==> src/rtl/puf_uart_pkg.sv <==
// Shared types and constants for the PUF-over-UART command controller.
package puf_uart_pkg;

    typedef enum logic [2:0] {
        IDLE,
        PUF_REQ,
        PUF_WAIT,
        SEND,
        GUARD,
        DRAIN,
        ERR
    } state_t;

    localparam logic [7:0] REPLY_ID       = 8'hA5;
    localparam logic [7:0] REPLY_ERR      = 8'hEE;
    localparam logic [3:0] FRAME_LEN      = 4'd8;
    localparam logic [3:0] FRAME_LEN_CSUM = 4'd9;

    // Byte k of a response word, MSB first (k = 0 -> bits 63:56).
    function automatic logic [7:0] resp_byte(input logic [63:0] w, input logic [3:0] k);
        logic [63:0] s;
        s = w << {k[2:0], 3'b000};
        return s[63:56];
    endfunction

endpackage

==> src/rtl/puf_timeout_ctr.sv <==
// Purpose: counts cycles while enabled; expired is high on the TIMEOUT_CYCLES-th enabled cycle.
// Latency: expired is combinational from the count; clear takes effect on the next edge.
// Backpressure: none; the counter holds at its last value once expired.
module puf_timeout_ctr #(
    parameter int TIMEOUT_CYCLES = 1000000
) (
    input  logic clk,
    input  logic rst,
    input  logic clear,
    input  logic enable,
    output logic expired
);
    localparam int CW = $clog2(TIMEOUT_CYCLES + 1);
    localparam logic [CW-1:0] LAST = CW'(TIMEOUT_CYCLES - 1);

    logic [CW-1:0] cnt;

    always_ff @(posedge clk or posedge rst) begin
        if (rst) begin
            cnt <= '0;
        end else if (clear) begin
            cnt <= '0;
        end else if (enable && cnt != LAST) begin
            cnt <= cnt + CW'(1);
        end
    end

    assign expired = enable && (cnt == LAST);

endmodule

==> src/rtl/puf_uart_ctrl.sv <==
// Purpose: UART command decoder that triggers PUF reads and streams replies; FRAME_CHECKSUM_EN adds an XOR byte.
// Latency: 1 cycle rx_valid->puf_start, 1 cycle puf_done->first tx_start.
// Backpressure: each byte waits for tx_busy low; commands arriving while busy are dropped.
module puf_uart_ctrl
    import puf_uart_pkg::*;
#(
    parameter logic [7:0] CMD_READ       = 8'h52,
    parameter logic [7:0] CMD_ID         = 8'h49,
    parameter int         TIMEOUT_CYCLES = 1000000
) (
    input  logic        clk,
    input  logic        rst,
    input  logic        rx_valid,
    input  logic [7:0]  rx_data,
    input  logic        rx_error,
    input  logic        tx_busy,
    output logic        tx_start,
    output logic [7:0]  tx_data,
    output logic        puf_start,
    input  logic        puf_done,
    input  logic [63:0] puf_response,
    output logic        busy,
    output logic [7:0]  err_count
);
    state_t      state;
    logic [63:0] resp_buf;
    logic [3:0]  idx;
    logic [3:0]  last_idx;
    logic [3:0]  idx_nxt;
    logic [7:0]  next_byte;
    logic        tmo_expired;
    logic        timeout_evt;
    logic [8:0]  err_sum;

    puf_timeout_ctr #(.TIMEOUT_CYCLES(TIMEOUT_CYCLES)) u_timeout (
        .clk     (clk),
        .rst     (rst),
        .clear   (state == PUF_REQ),
        .enable  (state == PUF_WAIT),
        .expired (tmo_expired)
    );

    // puf_done in the expiry cycle wins, so it is not a timeout.
    assign timeout_evt = tmo_expired && !puf_done;
    assign tx_start    = (state == SEND) && !tx_busy;
    assign busy        = (state != IDLE);
    assign idx_nxt     = idx + 4'd1;
    assign err_sum     = {1'b0, err_count} + {8'b0, rx_error} + {8'b0, timeout_evt};

`ifdef FRAME_CHECKSUM_EN
    logic [7:0] csum;
    always_comb begin
        csum = 8'h00;
        for (int k = 0; k < 8; k++) csum = csum ^ resp_buf[8*k +: 8];
    end
    always_comb begin
        next_byte = resp_byte(resp_buf, idx_nxt);
        if (idx_nxt == FRAME_LEN) next_byte = csum;
    end
    localparam logic [3:0] PUF_LAST = FRAME_LEN_CSUM - 4'd1;
`else
    assign next_byte = resp_byte(resp_buf, idx_nxt);
    localparam logic [3:0] PUF_LAST = FRAME_LEN - 4'd1;
`endif

    always_ff @(posedge clk or posedge rst) begin
        if (rst) begin
            state     <= IDLE;
            tx_data   <= 8'h00;
            puf_start <= 1'b0;
            err_count <= 8'h00;
            resp_buf  <= 64'h0;
            idx       <= 4'd0;
            last_idx  <= 4'd0;
        end else begin
            err_count <= err_sum[8] ? 8'hFF : err_sum[7:0];
            puf_start <= 1'b0;
            case (state)
                IDLE: begin
                    if (rx_valid && rx_data == CMD_READ) begin
                        puf_start <= 1'b1;
                        state     <= PUF_REQ;
                    end else if (rx_valid && rx_data == CMD_ID) begin
                        resp_buf <= {REPLY_ID, 56'h0};
                        tx_data  <= REPLY_ID;
                        idx      <= 4'd0;
                        last_idx <= 4'd0;
                        state    <= SEND;
                    end
                end
                PUF_REQ: state <= PUF_WAIT;
                PUF_WAIT: begin
                    if (puf_done) begin
                        resp_buf <= puf_response;
                        tx_data  <= puf_response[63:56];
                        idx      <= 4'd0;
                        last_idx <= PUF_LAST;
                        state    <= SEND;
                    end else if (tmo_expired) begin
                        state <= ERR;
                    end
                end
                SEND: if (!tx_busy) state <= GUARD;
                GUARD: state <= DRAIN;
                DRAIN: begin
                    if (!tx_busy) begin
                        if (idx == last_idx) begin
                            state <= IDLE;
                        end else begin
                            idx     <= idx_nxt;
                            tx_data <= next_byte;
                            state   <= SEND;
                        end
                    end
                end
                ERR: begin
                    resp_buf <= {REPLY_ERR, 56'h0};
                    tx_data  <= REPLY_ERR;
                    idx      <= 4'd0;
                    last_idx <= 4'd0;
                    state    <= SEND;
                end
                default: state <= IDLE;
            endcase
        end
    end

endmodule

==> config.mk <==
export PLATFORM = sky130hd
export DESIGN_NAME = puf_uart_ctrl
export DESIGN_NICKNAME = d
export VERILOG_FILES = /design/src/rtl/puf_uart_pkg.sv /design/src/rtl/puf_timeout_ctr.sv /design/src/rtl/puf_uart_ctrl.sv
export SDC_FILE = /design/constraint.sdc
export NUM_CORES = 1
export LEC_CHECK = 0
export ABC_AREA = 1
export BUFFER_PORTS_ARGS = -buffer_cell sky130_fd_sc_hd__buf_2
export CAP_MARGIN = 20
export CORE_UTILIZATION = 55
export CTS_CLUSTER_DIAMETER = 150
export DETAILED_ROUTE_END_ITERATION = 7
export HOLD_SLACK_MARGIN = 0.15
export PLACE_DENSITY = 0.85
export SYNTH_ARGS = -nofsm -noshare
export SYNTH_HDL_FRONTEND = slang
export SYNTH_HIERARCHICAL = 1
export SYNTH_SLANG_ARGS = --single-unit
==> constraint.sdc <==
create_clock -name clk -period 5.7 [get_ports clk]
set_input_delay 0.57 -clock clk [delete_from_list [all_inputs] [get_ports clk]]
set_output_delay 0.57 -clock clk [all_outputs]
set_load 0.03 [all_outputs]
==> impl_metrics.ini <==
[layout]
register_area_um2 = 2730
drive_gt1_share_pct = 16.6
syn2layout_area_growth_pct = 11.6
multi_input_area_um2 = 2810
fillerInstances = 930
diodes = 0
final_cell_count_no_fill = 1043
nets = 984

[critical_path]
cp_slowest_stage_delay_ns = 0.39
cp_data_required_time_ns = 6.00
r2r_setup_slack_ns = 2.91
reg2regPathDepth = 17
startpoint = u_timeout/cnt[1]
crit_type = register to register
rr_startpoint = u_timeout/cnt[1]
crit_chain = ha_1 > nand2_2 > nor2_4 > nand2_4 > nor2_8 > nand2_4 > nor2_1 > nand2_1 > fa_1 > inv_1 > ha_1 > nand2_1 > inv_1 > nand2_1 > nor3_1 > inv_1 > o21ai_0
crit_slowest_cell = dfrtp_1
cp_max_fo = 8
cp.arrival_ns = 3.09
worst_setup_path_end_kind = register
r2r_end = err_count[2]
start_kind = register

[power_and_ir_drop]
powerDensity_nw_per_um2 = 444
irDropWorstVdd_mv = 0.265
switching_share_pct = 45.1
p_switching_uw = 1330
leakagePower_uw = 0.00363
power.internal_uw = 1620
seq_power_share_pct = 40.2
p_clk_share_pct = 16.2
combinationalPowerShare_pct = 43.6

[clocking]
ctsHoldBuffers = 0
insertion_delay_ns = 0.38
post_cts_buffers = 0
cts_root_buffer = clkbuf_8
cts_tree = yes
postCtsResizedCells = 0
numCtsBuffers = 9
clockBufferDepth = 2
cts.sinks = 109
clk_pin_slew_ns = 0.10
htree_levels = 3

[floorplanning]
fp-row-count = 37
fp.coreArea_um2 = 10400
fp.dieW_um = 106
start_util_pct = 57.2
die_y_um = 106
die-area_um2 = 11300
pin_count = 97

[logic_synthesis]
async_flop_share_pct = 100
synth.distinct_cells = 34
yosysTopAreaCell = dfrtp_1
synth_area_um2 = 5960
yosysTopAreaCellShare_pct = 45.8
synth_edf_count = 0
synth.avg_cell_area_um2 = 7.24
netlist_top_cells_area = dfrtp_1 (46%), nand2_1 (22%), nor2_1 (6.0%), nand3_1 (4.9%), o21ai_0 (4.0%)
yosys_register_bits = 109
syn_inst = 823
seq_area_frac_synth_pct = 45.8
syn_nets = 905
synth_common_cells = nand2_1 (344), dfrtp_1 (109), nor2_1 (96), nand3_1 (58), inv_1 (52)
synth_ff_type = dfrtp_1
yosys_warnings = 6
synth.most_common_cell = nand2_1

[timing]
rsz0062_at_grt = false
finalCritPeriodShare_pct = 48.9
finClkSkew_ns = 0.0116
setup_viol = 0
period_needed_ns = 2.79
final_max_slew_viol_count = 0
relSlewSlack_pct = 45.1
final_hold_viol_count = 0
setup_tns_ns = 0
tightest_slew_ns = 0.823
fmax_mhz = 359
setup_slack_ns = 2.91

[global_routing]
use_met3_pct = 6.25
global_route.usage.met2_pct = 40.8
met1_usage_pct = 35.1
antenna_found_initial = 0
grt_pass1_vias = 4949
grt_start_max_net_pins = 71
grt_busiest_layer = met2
grt_pass1_wl_um = 22700
grt_usage_pct = 25.9
grt_overflow = 0

[placed_design]
port_buffers = 96
place_ws_ns = 2.96
finalWeightedCongestion = 0.938
dp.cells = 1027
hpwl_um = 9770

[outcome]
outcome = complete, no violations

[detailed_routing]
post_drt_wl_per_cell_um = 13.1
ant_nets = 0
vias = 5397
drt_iter0_drc = 423
drcViolationCount = 0
drtPass1Iterations = 5
routed_wl_um = 13700
via_per_inst = 5.17

[job]
drv_cap = 0

[hold_path]
hp-class = primary input to async pin
==> cell families (layout without fill, tap and decap cells) <==
logic type	Yosys count	after routing	share of synthesized area, %
compound gates	70	70	6.34
xor+xnor	14	14	2.06
buf+inv	90	174	7.10
fa+ha+maj	4	4	0.966
flops	109	109	45.8
simple gates	536	536	37.8
==> power groups by stage <==
stage	combinational [µW]	sequential (µW)	clock, µW
floorplan	983	1250	0
global placement	1250	1190	0
detailed placement	1290	1200	0
CTS	1290	1180	486
global route	1460	1220	521
finish	1290	1190	477
==> state kept, by name, summed over array words and instances, names as in the netlist <==
signal	cells
idx	4
last_idx	1
state	3
puf_start	1
err_count	8
resp_buf	64
tx_data	8
u_timeout/cnt	20
==> critical path: cells and delay by family (launching register included) <==
family                   cells  cell delay, ns
flip-flops                   1            0.39
AO/OA/AOI/OAI                1            0.09
AND/OR/NAND/NOR             10            1.19
buffers and inverters        3            0.32
adder cells (fa/ha/maj)      3            0.72
==> cell usage in the layout (no fill, tap or decap), types with 2 or more instances in the layout <==
cell type / n
o21ai_0: 48
inv_2: 6
a21oi_2: 2
nand2_2: 4
xnor2_1: 3
nand4_1: 9
inv_1: 51
nand3_1: 58
or2_2: 3
buf_4: 2
buf_2: 96
nor2_1: 96
nand2_1: 344
nor2_2: 5
o21ai_2: 3
ha_1: 3
nand3_2: 4
nand2_4: 3
o211ai_1: 2
nor3_1: 3
dfrtp_1: 109
xor2_1: 11
clkinv_2: 3
clkbuf_8: 10
inv_6: 2
a21oi_1: 13
nor2_4: 4
==> per-stage QoR <==
stage / hold slack (ns) / util (%) / total power (µW) / cell area [µm²]
floorplan: 0.437 / - / 2230 / 5960
global placement: 0.449 / 61.7 / 2440 / 6430
detailed placement: 0.457 / 61.9 / 2480 / 6450
CTS: 0.165 / 63.8 / 2960 / 6650
global route: 0.179 / 63.8 / 3200 / 6650
finish: 0.160 / 63.8 / 2950 / 6650
==> how the worst max path moves through the flow <==
stage                             end  cells past startpoint
floorplan                err_count[0]                      1
global placement    u_timeout/cnt[12]                      7
detailed placement       err_count[2]                     17
CTS                      err_count[2]                     17
global route        u_timeout/cnt[11]                      7
finish                   err_count[2]                     17
==> per-layer routing <==
metal,up-vias,part of all wire (%)
met5,-,0
met4,0,2.3
met3,25,5.9
met2,174,47
met1,2479,45
li1,2719,-
==> cell type report <==
class                      count  area share (%)
clock buffer                  11            2.13
clock inverter                 5           0.866
inverter                      59            3.35
multi-input combinational    624            42.3
sequential                   109            41.0
tap                          136            2.56
timing repair buffer          99            7.75
No activity file was read; power rests on OpenSTA's default activity.
